--- config.mk ---
export PLATFORM = sky130hd
export DESIGN_NAME = shift_align_pipe_flat
export DESIGN_NICKNAME = d
export VERILOG_FILES = /design/src/rtl/shift_align_pipe_pkg.sv /design/src/rtl/shift_align_pipe_if.sv /design/src/rtl/shift_align_pipe_stage.sv /design/src/rtl/shift_align_pipe.sv /design/src/flat_wrapper.sv
export SDC_FILE = /design/constraint.sdc
export NUM_CORES = 1
export LEC_CHECK = 0
export CORE_MARGIN = 10
export CORE_UTILIZATION = 30
export DETAILED_ROUTE_END_ITERATION = 7
export PLACE_DENSITY = 0.49
export SYNTH_ARGS = -nofsm -noshare
export SYNTH_HDL_FRONTEND = slang
export SYNTH_HIERARCHICAL = 1
export SYNTH_SLANG_ARGS = --single-unit
--- constraint.sdc ---
create_clock -name clk -period 4.35 [get_ports clk]
set_input_delay 0.435 -clock clk [delete_from_list [all_inputs] [get_ports clk]]
set_output_delay 0.435 -clock clk [all_outputs]
set_load 0.02 [all_outputs]
--- src/rtl/shift_align_pipe_pkg.sv ---
// Shared types and helpers for the shift/align pipeline.
//   shift_dir_e   : shift direction carried between stages
//   COARSE_STEP   : granularity of the first-stage shift
//   clog2         : elaboration-time ceiling log2
//   exp_in_range  : legal-exponent check for a raw EXP_W-bit two's-complement value
package shift_align_pkg;

  typedef enum logic {
    SH_LEFT  = 1'b0,
    SH_RIGHT = 1'b1
  } shift_dir_e;

  localparam int unsigned COARSE_STEP = 4;

  function automatic int unsigned clog2(input int unsigned v);
    int unsigned r;
    int unsigned x;
    r = 0;
    x = 1;
    while (x < v) begin
      x = x << 1;
      r++;
    end
    return r;
  endfunction

  // raw holds the exponent in its low exp_w bits; it is sign-extended here.
  function automatic logic exp_in_range(input logic [31:0] raw, input int unsigned exp_w,
                                        input int max_l, input int max_r);
    int e;
    e = int'(raw << (32 - exp_w)) >>> (32 - exp_w);
    return (e <= max_l) && (e >= -max_r);
  endfunction

endpackage

--- src/rtl/shift_align_pipe_if.sv ---
// Stream bundle for shift_align_pipe.
//   in_valid/in_ready/in_data/in_exp            : upstream beat (mantissa + signed exponent)
//   out_valid/out_ready/out_data/out_ovf/
//   out_sticky/out_range                        : downstream aligned beat and flags
// slave = the aligner's view, master = the surrounding datapath's view.
interface shift_align_pipe_if #(
  parameter int unsigned IN_W  = 20,
  parameter int unsigned OUT_W = 23,
  parameter int unsigned EXP_W = 5
);
  logic             in_valid;
  logic             in_ready;
  logic [IN_W-1:0]  in_data;
  logic [EXP_W-1:0] in_exp;
  logic             out_valid;
  logic             out_ready;
  logic [OUT_W-1:0] out_data;
  logic             out_ovf;
  logic             out_sticky;
  logic             out_range;

  modport slave (
    input  in_valid, in_data, in_exp, out_ready,
    output in_ready, out_valid, out_data, out_ovf, out_sticky, out_range
  );

  modport master (
    output in_valid, in_data, in_exp, out_ready,
    input  in_ready, out_valid, out_data, out_ovf, out_sticky, out_range
  );
endinterface

--- src/rtl/shift_align_pipe_stage.sv ---
// One registered shift slice: shifts data_in by amt_in*STEP in direction dir_in,
// ORs bits lost off the top (left) into ovf and off the bottom (right) into sticky,
// and carries SIDE_W bits of sideband alongside. Registers load only when en=1.
//   OVF_LSB : result bit positions >= OVF_LSB count as overflow on a left shift
//   OUT_DW  : registered data width (low bits of the shifted result)
module shift_align_stage
  import shift_align_pkg::*;
#(
  parameter int unsigned DW      = 26,
  parameter int unsigned OUT_DW  = 26,
  parameter int unsigned STEP    = 1,
  parameter int unsigned AMT_W   = 2,
  parameter int unsigned OVF_LSB = 26,
  parameter int unsigned SIDE_W  = 1
) (
  input  logic              clk,
  input  logic              rst_n,
  input  logic              en,
  input  shift_dir_e        dir_in,
  input  logic [AMT_W-1:0]  amt_in,
  input  logic [DW-1:0]     data_in,
  input  logic              ovf_in,
  input  logic              sticky_in,
  input  logic [SIDE_W-1:0] side_in,
  output logic [OUT_DW-1:0] data_out,
  output logic              ovf_out,
  output logic              sticky_out,
  output logic [SIDE_W-1:0] side_out
);

  int unsigned       sh;
  logic [2*DW-1:0]   wide_l;
  logic [2*DW-1:0]   wide_r;
  logic [OUT_DW-1:0] nxt_data;
  logic              nxt_ovf;
  logic              nxt_sticky;

  // Double-width shifts keep every displaced bit visible for flag accumulation.
  always_comb begin
    sh         = 32'(amt_in) * STEP;
    wide_l     = {{DW{1'b0}}, data_in} << sh;
    wide_r     = {data_in, {DW{1'b0}}} >> sh;
    nxt_data   = '0;
    nxt_ovf    = ovf_in;
    nxt_sticky = sticky_in;
    if (dir_in == SH_LEFT) begin
      nxt_data = OUT_DW'(wide_l);
      nxt_ovf  = ovf_in | (|(wide_l >> OVF_LSB));
    end else begin
      nxt_data   = OUT_DW'(wide_r >> DW);
      nxt_sticky = sticky_in | (|(DW'(wide_r)));
    end
  end

  always_ff @(posedge clk or negedge rst_n) begin
    if (!rst_n) begin
      data_out   <= '0;
      ovf_out    <= 1'b0;
      sticky_out <= 1'b0;
      side_out   <= '0;
    end else if (en) begin
      data_out   <= nxt_data;
      ovf_out    <= nxt_ovf;
      sticky_out <= nxt_sticky;
      side_out   <= side_in;
    end
  end

endmodule

--- src/rtl/shift_align_pipe.sv ---
// Two-stage mantissa aligner: shifts an unsigned IN_W-bit mantissa left (e>0) or
// right (e<0) by a signed exponent, reporting overflow, sticky and out-of-range.
// Out-of-range exponents pass the mantissa through unshifted with only range set.
//   clk, rst_n : clock, asynchronous active-low reset
//   bus        : valid/ready stream (see shift_align_pipe_if), slave side
// S1 = decode + coarse shift (multiples of COARSE_STEP), S2 = fine shift + outputs.
module shift_align_pipe
  import shift_align_pkg::*;
#(
  parameter int unsigned IN_W  = 20,
  parameter int unsigned OUT_W = 23,
  parameter int unsigned EXP_W = 5,
  parameter int unsigned MAX_L = 3,
  parameter int unsigned MAX_R = 12
) (
  input  logic                clk,
  input  logic                rst_n,
  shift_align_pipe_if.slave   bus
);

  localparam int unsigned WW   = OUT_W + MAX_L;
  localparam int unsigned FA_W = clog2(COARSE_STEP);
  localparam int unsigned CA_W = EXP_W + 1 - FA_W;
  localparam int unsigned SD_W = FA_W + 2;

  logic                    s1_valid;
  logic                    s2_valid;
  logic                    s1_load;
  logic                    s2_load;
  logic                    in_fire;

  logic signed [EXP_W:0]   e_ext;
  logic [EXP_W:0]          mag;
  logic                    range;
  shift_dir_e              dir;

  logic [WW-1:0]           c_data;
  logic                    c_ovf;
  logic                    c_sticky;
  logic [SD_W-1:0]         c_side;

  logic [OUT_W-1:0]        f_data;
  logic                    f_ovf;
  logic                    f_sticky;
  logic                    f_range;

  // Out-of-range beats take a zero shift, so they emerge unshifted with clean flags.
  always_comb begin
    e_ext = {bus.in_exp[EXP_W-1], bus.in_exp};
    range = !exp_in_range(32'(bus.in_exp), EXP_W, int'(MAX_L), int'(MAX_R));
    dir   = SH_LEFT;
    mag   = '0;
    if (!range) begin
      if (e_ext < 0) begin
        dir = SH_RIGHT;
        mag = $unsigned(-e_ext);
      end else begin
        mag = $unsigned(e_ext);
      end
    end
  end

  // in_ready is the S1 load condition; it reduces to ~s1_valid | ~s2_valid | out_ready.
  assign s2_load      = ~s2_valid | bus.out_ready;
  assign s1_load      = ~s1_valid | s2_load;
  assign in_fire      = bus.in_valid & s1_load;
  assign bus.in_ready = s1_load;

  always_ff @(posedge clk or negedge rst_n) begin
    if (!rst_n) begin
      s1_valid <= 1'b0;
      s2_valid <= 1'b0;
    end else begin
      if (s1_load) s1_valid <= bus.in_valid;
      if (s2_load) s2_valid <= s1_valid;
    end
  end

  shift_align_stage #(
    .DW      (WW),
    .OUT_DW  (WW),
    .STEP    (COARSE_STEP),
    .AMT_W   (CA_W),
    .OVF_LSB (WW),
    .SIDE_W  (SD_W)
  ) u_coarse (
    .clk        (clk),
    .rst_n      (rst_n),
    .en         (in_fire),
    .dir_in     (dir),
    .amt_in     (mag[EXP_W:FA_W]),
    .data_in    (WW'(bus.in_data)),
    .ovf_in     (1'b0),
    .sticky_in  (1'b0),
    .side_in    ({mag[FA_W-1:0], dir, range}),
    .data_out   (c_data),
    .ovf_out    (c_ovf),
    .sticky_out (c_sticky),
    .side_out   (c_side)
  );

  shift_align_stage #(
    .DW      (WW),
    .OUT_DW  (OUT_W),
    .STEP    (1),
    .AMT_W   (FA_W),
    .OVF_LSB (OUT_W),
    .SIDE_W  (1)
  ) u_fine (
    .clk        (clk),
    .rst_n      (rst_n),
    .en         (s2_load & s1_valid),
    .dir_in     (shift_dir_e'(c_side[1])),
    .amt_in     (c_side[SD_W-1:2]),
    .data_in    (c_data),
    .ovf_in     (c_ovf),
    .sticky_in  (c_sticky),
    .side_in    (c_side[0]),
    .data_out   (f_data),
    .ovf_out    (f_ovf),
    .sticky_out (f_sticky),
    .side_out   (f_range)
  );

  assign bus.out_valid  = s2_valid;
  assign bus.out_data   = f_data;
  assign bus.out_ovf    = f_ovf;
  assign bus.out_sticky = f_sticky;
  assign bus.out_range  = f_range;

endmodule

--- src/flat_wrapper.sv ---
// flat-port wrapper written by rule: the top's interface ports become plain ports
module shift_align_pipe_flat import shift_align_pkg::*;
#(
  parameter int unsigned IN_W  = 20,
  parameter int unsigned OUT_W = 23,
  parameter int unsigned EXP_W = 5,
  parameter int unsigned MAX_L = 3,
  parameter int unsigned MAX_R = 12
)
  (clk, rst_n, bus_in_valid, bus_in_data, bus_in_exp, bus_out_ready, bus_in_ready, bus_out_valid, bus_out_data, bus_out_ovf, bus_out_sticky, bus_out_range);
  shift_align_pipe_if #(.IN_W(IN_W), .OUT_W(OUT_W), .EXP_W(EXP_W)) bus_i ();
  input  logic clk;
  input  logic rst_n;
  input wire logic [$bits(bus_i.in_valid)-1:0] bus_in_valid;
  input wire logic [$bits(bus_i.in_data)-1:0] bus_in_data;
  input wire logic [$bits(bus_i.in_exp)-1:0] bus_in_exp;
  input wire logic [$bits(bus_i.out_ready)-1:0] bus_out_ready;
  output wire logic [$bits(bus_i.in_ready)-1:0] bus_in_ready;
  output wire logic [$bits(bus_i.out_valid)-1:0] bus_out_valid;
  output wire logic [$bits(bus_i.out_data)-1:0] bus_out_data;
  output wire logic [$bits(bus_i.out_ovf)-1:0] bus_out_ovf;
  output wire logic [$bits(bus_i.out_sticky)-1:0] bus_out_sticky;
  output wire logic [$bits(bus_i.out_range)-1:0] bus_out_range;
  assign bus_i.in_valid = bus_in_valid;
  assign bus_i.in_data = bus_in_data;
  assign bus_i.in_exp = bus_in_exp;
  assign bus_i.out_ready = bus_out_ready;
  assign bus_in_ready = bus_i.in_ready;
  assign bus_out_valid = bus_i.out_valid;
  assign bus_out_data = bus_i.out_data;
  assign bus_out_ovf = bus_i.out_ovf;
  assign bus_out_sticky = bus_i.out_sticky;
  assign bus_out_range = bus_i.out_range;
  shift_align_pipe #(.IN_W(IN_W), .OUT_W(OUT_W), .EXP_W(EXP_W), .MAX_L(MAX_L), .MAX_R(MAX_R)) u_core (.clk(clk), .rst_n(rst_n), .bus(bus_i));
endmodule
# ---- Yosys cells after proc, flatten, opt, wreduce, memory -nomap -nowiden
# Cells that the tools add are included.
dict set report classes {
  n_addsub 1
  order_cmp 3
  shift 4
  mux 10
  bitwise_logic 8
  n_reduce_logical 6
}
# cell count
set op_table {}
lappend op_table {{OR reduction 26 bit} 3}
lappend op_table {{left shift 20 x 6 -> 52 bit} 1}
lappend op_table {{left shift 26 x 2 -> 52 bit} 1}
lappend op_table {{right shift 46 x 6 -> 52 bit} 1}
lappend op_table {{right shift 52 x 2 -> 49 bit} 1}
lappend op_table {{OR reduction 29 bit} 1}
lappend op_table {{2-to-1 mux 26 bit} 1}
lappend op_table {{2-to-1 mux 23 bit} 1}
lappend op_table {{2-to-1 mux 6 bit} 2}
lappend op_table {{2-to-1 mux 1 bit} 6}
lappend op_table {{negator 5 -> 6 bit} 1}
lappend op_table {{>= comparator 5 bit (second input constant)} 1}
lappend op_table {{<= comparator 5 x 3 -> 1 bit (second input constant)} 1}
lappend op_table {{less-than comparator 5 x 1 -> 1 bit (second input constant)} 1}
lappend op_table {{bitwise OR 1 bit} 4}
lappend op_table {{AND 1 bit} 2}
lappend op_table {{inverter 1 bit} 2}
lappend op_table {{logical AND 1 bit} 1}
lappend op_table {{logical NOT 1 bit} 1}
dict set report word_totals {
  ff_bits 60
  in_bits 29
  out_inout_bits 28
  word_cells 42
}

# ---- Depth between registers and ports, before layout
# Gate-level depths: netlist of run 1.
dict set report depth {
  word_depth 6
  mapped_depth 13
  depth_no_buf 10
}

# ---- By module
# The synthesis of run 1 kept the hierarchy.
# mod instances cells_each area_each_um2 seq_area_each_um2
set modules_own_cells {}
lappend modules_own_cells {{shift_align_stage (u_core.u_coarse)} 1 376 3389.5 800.8}
lappend modules_own_cells {{shift_align_stage (u_core.u_fine)} 1 180 2092.0 650.6}
lappend modules_own_cells {shift_align_pipe 1 28 236.5 50.0}

# ---- Least setup slack after synthesis of run 1
# Ideal clock, no wire load.
dict set report synth_path {
  path_kind {input to register}
  startpoint {input bus_in_exp[0]}
  endpoint {register u_core.u_coarse.ovf_out}
  setup_time_ns 0.121
  t_arrival_ns 2.659
  t_required_ns 4.229
  slack_ns 1.570
  path_stages 9
  path_buffers 1
  cell_sequence {inv_1 ha_1 or3b_1 a21boi_1 buf_6 mux4_1 nor4_4 o2111ai_1 a22o_1}
}
dict set report synth_via {
  elab_chain_len 6
  word_cells_on_any_way 12
  cone_classes {add/sub: 1; order compare: 3; shift: 1; mux: 5; reduce/logical: 2}
}
# item line
set synth_rtl {}
lappend synth_rtl {{from (decl)} flat_wrapper.sv:16} ;# input wire logic [$bits(bus_i.in_exp)-1:0] bus_in_exp;
lappend synth_rtl {{negator 5 -> 6 bit, or another cell as far along} shift_align_pipe.sv:56} ;# mag = $unsigned(-e_ext);
lappend synth_rtl {{2-to-1 mux 6 bit or logical AND 1 bit (tied branches)} {shift_align_pipe.sv:54, shift_align_pipe_pkg.sv:32}}
lappend synth_rtl {{2-to-1 mux 6 bit *} shift_align_pipe.sv:53} ;# if (!range) begin
lappend synth_rtl {{via u_core.mag[2]} shift_align_pipe.sv:33} ;# logic [EXP_W:0] mag;
lappend synth_rtl {{left shift 20 x 6 -> 52 bit *} shift_align_pipe_stage.sv:41} ;# wide_l = {{DW{1'b0}}, data_in} << sh;
lappend synth_rtl {{OR reduction 26 bit *} shift_align_pipe_stage.sv:48} ;# nxt_ovf = ovf_in | (|(wide_l >> OVF_LSB));
lappend synth_rtl {{2-to-1 mux 1 bit *} shift_align_pipe_stage.sv:46} ;# if (dir_in == SH_LEFT) begin
lappend synth_rtl {{to (signal assigned)} shift_align_pipe_stage.sv:63} ;# ovf_out <= nxt_ovf;
lappend synth_rtl {{to (decl)} shift_align_pipe_stage.sv:26} ;# output logic ovf_out,
# The timed path passes the listed nets; every way through them passes the cells marked *.
# A chain may end at the register's enable or synchronous reset.

# ---- Worst setup path after layout of run 1
# Ends and elaborated chain as after synthesis.

==> flow_summary_export.csv, run 1 <==
group,metric,value,unit
routing,drt_pass1_iterations,7,
finish,nFillCells,1887,
placement,dp.cells,876,
hold_path,worstHoldPathType,"in -> async",
routing,post_drt_wl_per_cell,21.0,um
clock_network,cts_buffers,9,
synthesis,synth_edf_count,0,
critical_path,worstPathCellList,"clkdlybuf4s50_1, inv_1, ha_1, or3b_1, a21boi_4, buf_4, nand2_1, o32a_1, o21ai_2, nor4b_2, o2111ai_1, a22o_1",
placement,dp_hpwl,14000,um
clock_network,postCtsSetupRepairBufs,0,
clock_network,cts.sinks,60,
placement,gp_congestion,0.910,
floorplanning,rows,50,
synthesis,ys_types,76,
timing,slew_headroom,0.317,
power,p_leak,2.57,nW
synthesis,synthCells,584,
synthesis,syn-cell-area,5720,um2
floorplanning,die_area,25000,um2
finish,n_antenna_cell,0,
timing,fin_tns_setup,0,ns
critical_path,cp.arrival,3.53,ns
finish,stdcell_count,892,
clock_network,h-tree-depth,3,
critical_path,cp-end-kind,"flop",
global_routing,grt_pass1_wl,29800,um
synthesis,ys_seq_area_frac,0.263,
timing,finalCriticalPeriod,3.33,ns
timing,setup_viol,0,
finish,fin_area,6760,um2
clock_network,clk_pin_slew_worst_paths,0.05,ns
timing,tightest_slew,1.02,ns
run_status,outcome,"complete, no violations",
finish,final_net_count,684,
timing,rsz0062_at_grt,"no",
critical_path,worst-setup-path-type,"in -> reg",
global_routing,antenna_found_initial,0,
global_routing,grt.total_usage,0.151,
critical_path,cpMaxStageDelayCell,"clkdlybuf4s50_1",
power,pwr-share-comb,0.378,
routing,detail_route.vias_per_cell,5.71,
synthesis,syn_area_per_cell,9.79,um2
synthesis,ys_warn_count,6,
clock_network,postCtsResizedCells,0,
run,drv_cap,0,
power,peakVddDrop,0.000195,V
synthesis,synth_area_leaders,"dfrtp_1, mux4_2, mux2_2, mux2i_1, a21oi_1",
placement,placed_area,6450,um2
power,sw_frac_of_total,0.349,
critical_path,reg2reg_to,"u_core/u_fine/data_out[7]",
floorplanning,core-area,18700,um2
finish,layout_common_cells,"a21oi_1, dfrtp_1, clkdlybuf4s50_1, nor2_1, conb_1",
power,power_density,348,nW/um2
power,power_switching,820,uW
clock_network,cts_root_buf,"clkbuf_16",
critical_path,critical_path.max_stage_delay,0.59,ns
floorplanning,dieHeight,158,um
global_routing,grt_remaining_overflow,0,
critical_path,crit_fanout,22,
clock_network,insertion_delay,0.33,ns
synthesis,synthArstFlopShare,1.00,
critical_path,reg2regPathDepth,3,
floorplanning,start_util,0.306,
critical_path,start_kind,"input pin",
synthesis,synth_top_area_share,0.263,
timing,max_freq,0.301,GHz
finish,final_layout_size_suffix_gt1_frac,0.161,
power,p_int,1.53,mW
power,design_power_total,2.35,mW
routing,wl,18700,um
power,p_seq_frac,0.319,
floorplanning,ios,57,
synthesis,yosys.area.top_type,"dfrtp_1",
floorplanning,die_w,158,um
timing,hold_viol,0,
power,clockPowerShare,0.303,
clock_network,cts_tree,"done",
clock_network,cts.path.max_buffers,2,
routing,postRouteAntennaNets,0,
timing,timing.final.crit_share,0.764,
timing,fin_worst_skew,0.00659,ns
clock_network,cts_hold_buffers,0,
critical_path,reg2reg_from,"u_core/u_coarse/side_out[3]",
critical_path,required,4.56,ns
placement,portBuffers,56,
synthesis,dominantRegCellSynth,"dfrtp_1",
global_routing,grt_max_degree,61,
routing,drt_iter0_markers,474,
global_routing,grt_pass1_vias,4958,
critical_path,r2r_slack,2.10,ns
synthesis,ys_seq_elements,60,
finish,area_delta_synth_final,18.2,%
routing,drc_errors,0,
routing,num_vias,5089,
timing,maxSlewViolCount,0,
-- cell families after synthesis --
family                   share of synthesized area
AO/OA/AOI/OAI                                0.237
AND/OR/NAND/NOR                              0.135
multiplexers                                 0.276
buffers and inverters                       0.0818
flip-flops                                   0.263
adder cells (fa/ha/maj)                    0.00438
other                                     0.000656
XOR/XNOR                                   0.00153
-- per-layer routing --
layer | vias up | global-route usage | routed length [um]
li1 | 2408 | - | -
met1 | 2509 | 0.205 | 8870
met2 | 149 | 0.236 | 8520
met3 | 23 | 0.0293 | 905
met4 | 0 | 0.0463 | 401
met5 | - | 0 | 0
-- critical path: cells and delay by family --
kind,cells,cell delay (ns)
buffers and inverters,3,0.99
AOI/OAI and AO/OA,5,1.14
adders and majority gates,1,0.21
and+or+nand+nor,3,0.73
-- per-stage QoR --
step | setup slack [ns] | hold WS [ns] | utilization
detailed placement | 0.724 | 0.476 | 0.345
finish | 1.02 | 0.262 | 0.361
floorplan | 1.57 | 0.139 | -
global placement | 0.743 | 0.464 | 0.345
CTS | 1.07 | 0.289 | 0.361
global route | 0.873 | 0.341 | 0.361
-- sequential cells by signal, summed over array words and instances (netlist names) --
signal / cells
u_core/bus.out_valid: 1
u_core/s1_valid: 1
u_core/u_coarse/data_out: 26
u_core/u_coarse/ovf_out: 1
u_core/u_coarse/side_out: 4
u_core/u_coarse/sticky_out: 1
u_core/u_fine/data_out: 23
u_core/u_fine/ovf_out: 1
u_core/u_fine/side_out: 1
u_core/u_fine/sticky_out: 1
-- power groups by stage --
stage / Sequential, mW / Clock (mW) / Combinational [mW]
final: 0.749 / 0.714 / 0.889
after global routing: 0.766 / 0.767 / 0.964
after CTS: 0.751 / 0.734 / 0.880
after detailed placement: 0.760 / 0 / 0.876
after global placement: 0.755 / 0 / 0.876
after floorplan: 0.793 / 0 / 0.540
-- worst max-delay path by stage --
| stage | slack, ns | endpoint | startpoint |
|---|---|---|---|
| global placement | 0.74 | u_core/u_coarse/data_out[23] | bus_in_exp[0] |
| detailed placement | 0.72 | u_core/u_coarse/data_out[23] | bus_in_exp[0] |
| floorplan | 1.57 | u_core/u_coarse/ovf_out | bus_in_exp[0] |
| global route | 0.87 | u_core/u_coarse/data_out[9] | bus_in_exp[0] |
| finish | 1.02 | u_core/u_coarse/ovf_out | bus_in_exp[0] |
| CTS | 1.07 | u_core/u_coarse/data_out[23] | bus_in_exp[0] |
-- synthesized netlist by cell type, types with 3 or more instances --
library cell   n
dfrtp_1       60
a21oi_1       59
nor2_1        53
mux2_2        35
nand2_1       32
mux2i_1       31
o21ai_0       27
clkbuf_1      25
mux4_2        24
a222oi_1      21
o2bb2ai_1     18
nor3_1        13
a31oi_1       11
inv_1         11
mux4_1        11
a211oi_1      10
buf_2          8
buf_6          8
nand2b_1       8
nor2b_1        8
nand3_1        6
nor4_1         6
a21o_1         5
a22oi_1        5
buf_1          4
buf_12         4
clkbuf_8       4
mux2_1         4
nor4b_1        4
o211ai_1       4
o21a_1         4
o31ai_1        4
nand3b_1       3
o22a_1         3
-- final cells by class --
type | count | area (um2) | share of cell area
multi-input cells | 497 | 3920 | 0.580
flip-flops and latches | 60 | 1500 | 0.222
repair buffers | 72 | 688 | 0.102
well taps | 234 | 293 | 0.0433
clock buffers | 12 | 256 | 0.0379
inverters | 13 | 48.8 | 0.00722
clock inverters | 4 | 47.5 | 0.00703
(Power assumes the default switching activity.)
==> inputs of run 2 (changes only) <==
PLACE_DENSITY = 0.51   (was 0.49)
clock period = 2.7 ns   (was 4.35 ns; I/O delays follow)
==> flow_summary_export.csv, run 2 (synthesis results as in run 1) <==
group,metric,value,unit
run_status,outcome,"complete, no violations",
routing,detail_route.vias_per_cell,5.60,
power,pwr-share-comb,0.396,
routing,postRouteAntennaNets,0,
global_routing,grt_pass1_wl,30900,um
routing,drt-met1-wl,8780,um
timing,fin_tns_setup,0,ns
finish,final_common_cell,"buf_4",
timing,setup_slack,0.198,ns
placement,dp_hpwl,14600,um
timing,finalCriticalPeriod,2.50,ns
power,clockPowerShare,0.292,
finish,regArea,1500,um2
finish,n_antenna_cell,0,
floorplanning,die_area,25000,um2
timing,timing.final.crit_share,0.927,
timing,whs,0.456,ns
routing,drt_pass1_iterations,7,
finish,top_register,"u_core/u_coarse/data_out",
power,p_seq_frac,0.312,
power,power_density,527,nW/um2
floorplanning,dieHeight,158,um
routing,wl,19000,um
timing,rsz0062_at_grt,"no",
global_routing,grt.total_usage,0.156,
hold_path,worstHoldPathType,"in -> async",
clock_network,insertion_delay,0.33,ns
clock_network,cts.path.max_buffers,2,
timing,slew_headroom,0.0727,
floorplanning,rows,50,
timing,max_freq,0.400,GHz
finish,largest_register_ffs,26,
power,p_leak,2.98,nW
timing,fin_worst_skew,0.00643,ns
critical_path,start_kind,"input pin",
clock_network,cts_root_buf,"clkbuf_16",
global_routing,antenna_found_initial,0,
floorplanning,die_w,158,um
timing,hold_viol,0,
global_routing,grt_remaining_overflow,0,
floorplanning,core-area,18700,um2
timing,maxSlewViolCount,0,
timing,tightest_slew,1.39,ns
routing,routed-wl-met2,8530,um
timing,setup_viol,0,
power,power_switching,1.37,mW
clock_network,h-tree-depth,3,
finish,nFillCells,1838,
finish,area_delta_synth_final,30.2,%
finish,final_layout_size_suffix_gt1_frac,0.263,
critical_path,cp.arrival,2.72,ns
finish,multi_input_comb_area,3960,um2
clock_network,clk_pin_slew_worst_paths,0.05,ns
routing,num_vias,5420,
power,peakVddDrop,0.000286,V
routing,wl_met3,1190,um
routing,drt_iter0_markers,489,
critical_path,required,2.92,ns
floorplanning,start_util,0.306,
power,sw_frac_of_total,0.349,
finish,final_net_count,760,
critical_path,cp-end-kind,"flop",
finish,reg.largest.list,"u_core/u_coarse/data_out: 26 flops, u_core/u_fine/data_out: 23 flops, u_core/u_coarse/side_out: 4 flops",
clock_network,cts.sinks,60,
placement,post-place-ws,-0.379,ns
clock_network,cts_tree,"done",
global_routing,grt_pass1_vias,5308,
placement,portBuffers,56,
power,p_int,2.56,mW
critical_path,crit_fanout,6,
global_routing,grt_max_degree,40,
clock_network,cts_buffers,9,
critical_path,worst-setup-path-type,"in -> reg",
routing,post_drt_wl_per_cell,19.7,um
routing,drc_errors,0,
floorplanning,ios,57,
placement,gp_congestion,0.924,
run,drv_cap,0,
finish,layout_common_cells,"buf_4, a21oi_1, dfrtp_1, clkdlybuf4s50_1, nor2_1",
routing,top_layer_used,"met4",
==> run 2: cell count changes in the layout (fill, tap and decap cells not counted), moves of 2 or more <==
cell and delta:
buf_12 +3, o21ai_1 +3, buf_6 +4, buf_4 +67
dlymetal6s2s_1 +2, o21ai_0 -3, clkdlybuf4s50_1 -2, mux4_1 -2
mux4_2 +2
==> run 2: path summary, 6_finish.rpt <==
| check | startpoint | end | slack, ns | depth (start not counted) |
|---|---|---|---|---|
| max | bus_in_exp[2] | u_core/u_coarse/ovf_out | 0.20 | 8 |
| min | rst_n | u_core/u_fine/data_out[22] | 0.46 | 3 |
| max reg2reg | u_core/u_coarse/side_out[3] | u_core/u_fine/data_out[5] | 0.26 | 3 |
| min reg2reg | u_core/s1_valid | u_core/bus.out_valid | 0.47 | 1 |
| max in group asynchronous | rst_n | u_core/u_coarse/side_out[2] | 1.84 | 3 |
| min in group clk | u_core/s1_valid | u_core/bus.out_valid | 0.47 | 1 |
==> run 2: metal layers <==
metal | vias to the layer above | GRT usage
met1 | 2608 | 0.216
li1 | 2570 | -
met3 | 33 | 0.0250
met4 | 0 | 0.0512
met2 | 209 | 0.241
met5 | - | 0
==> run 2: layout make-up <==
cell class	count	area share
Timing Repair Buffer	148	0.180
Inverter	13	0.00672
Sequential cell	60	0.202
Multi-Input combinational cell	497	0.532
Clock inverter	6	0.00857
Clock buffer	10	0.0321
Tap cell	234	0.0393
==> run 2: critical path, stage by stage <==
cell and delay [ns]:
clkdlybuf4s50_1 0.49, or3b_4 0.44, a21boi_4 0.21, buf_12 0.16, mux4_2 0.55, nor4b_4 0.25
o2111ai_2 0.13, a22o_1 0.23
==> run 2: stage by stage <==
step                 util  area (um2)  std cells  total power [mW]
floorplan               -        5880        627              2.15
global placement    0.376        7040        949              2.73
detailed placement  0.376        7040        949              2.75
CTS                 0.393        7350        966              3.93
global route        0.398        7440        968              4.16
finish              0.398        7440        968              3.92
==> run 2: power groups by stage <==
stage	Clock, mW	Combinational, mW	Sequential [mW]
4_1_cts	1.18	1.52	1.23
3_3_place_gp	0	1.50	1.23
6_report	1.15	1.56	1.22
5_1_grt	1.22	1.68	1.25
2_1_floorplan	0	0.870	1.28
3_5_place_dp	0	1.51	1.24
==> run 2: what timing repair did <==
item | CTS | global route
resized for setup | 2 | 19
buffers inserted | 0 | 1
gates cloned | 0 | 1
pin swaps | 0 | 4
setup endpoints to repair | 1 | 18
endpoints found under the hold margin | 25 | 0
hold buffers | 1 | 0
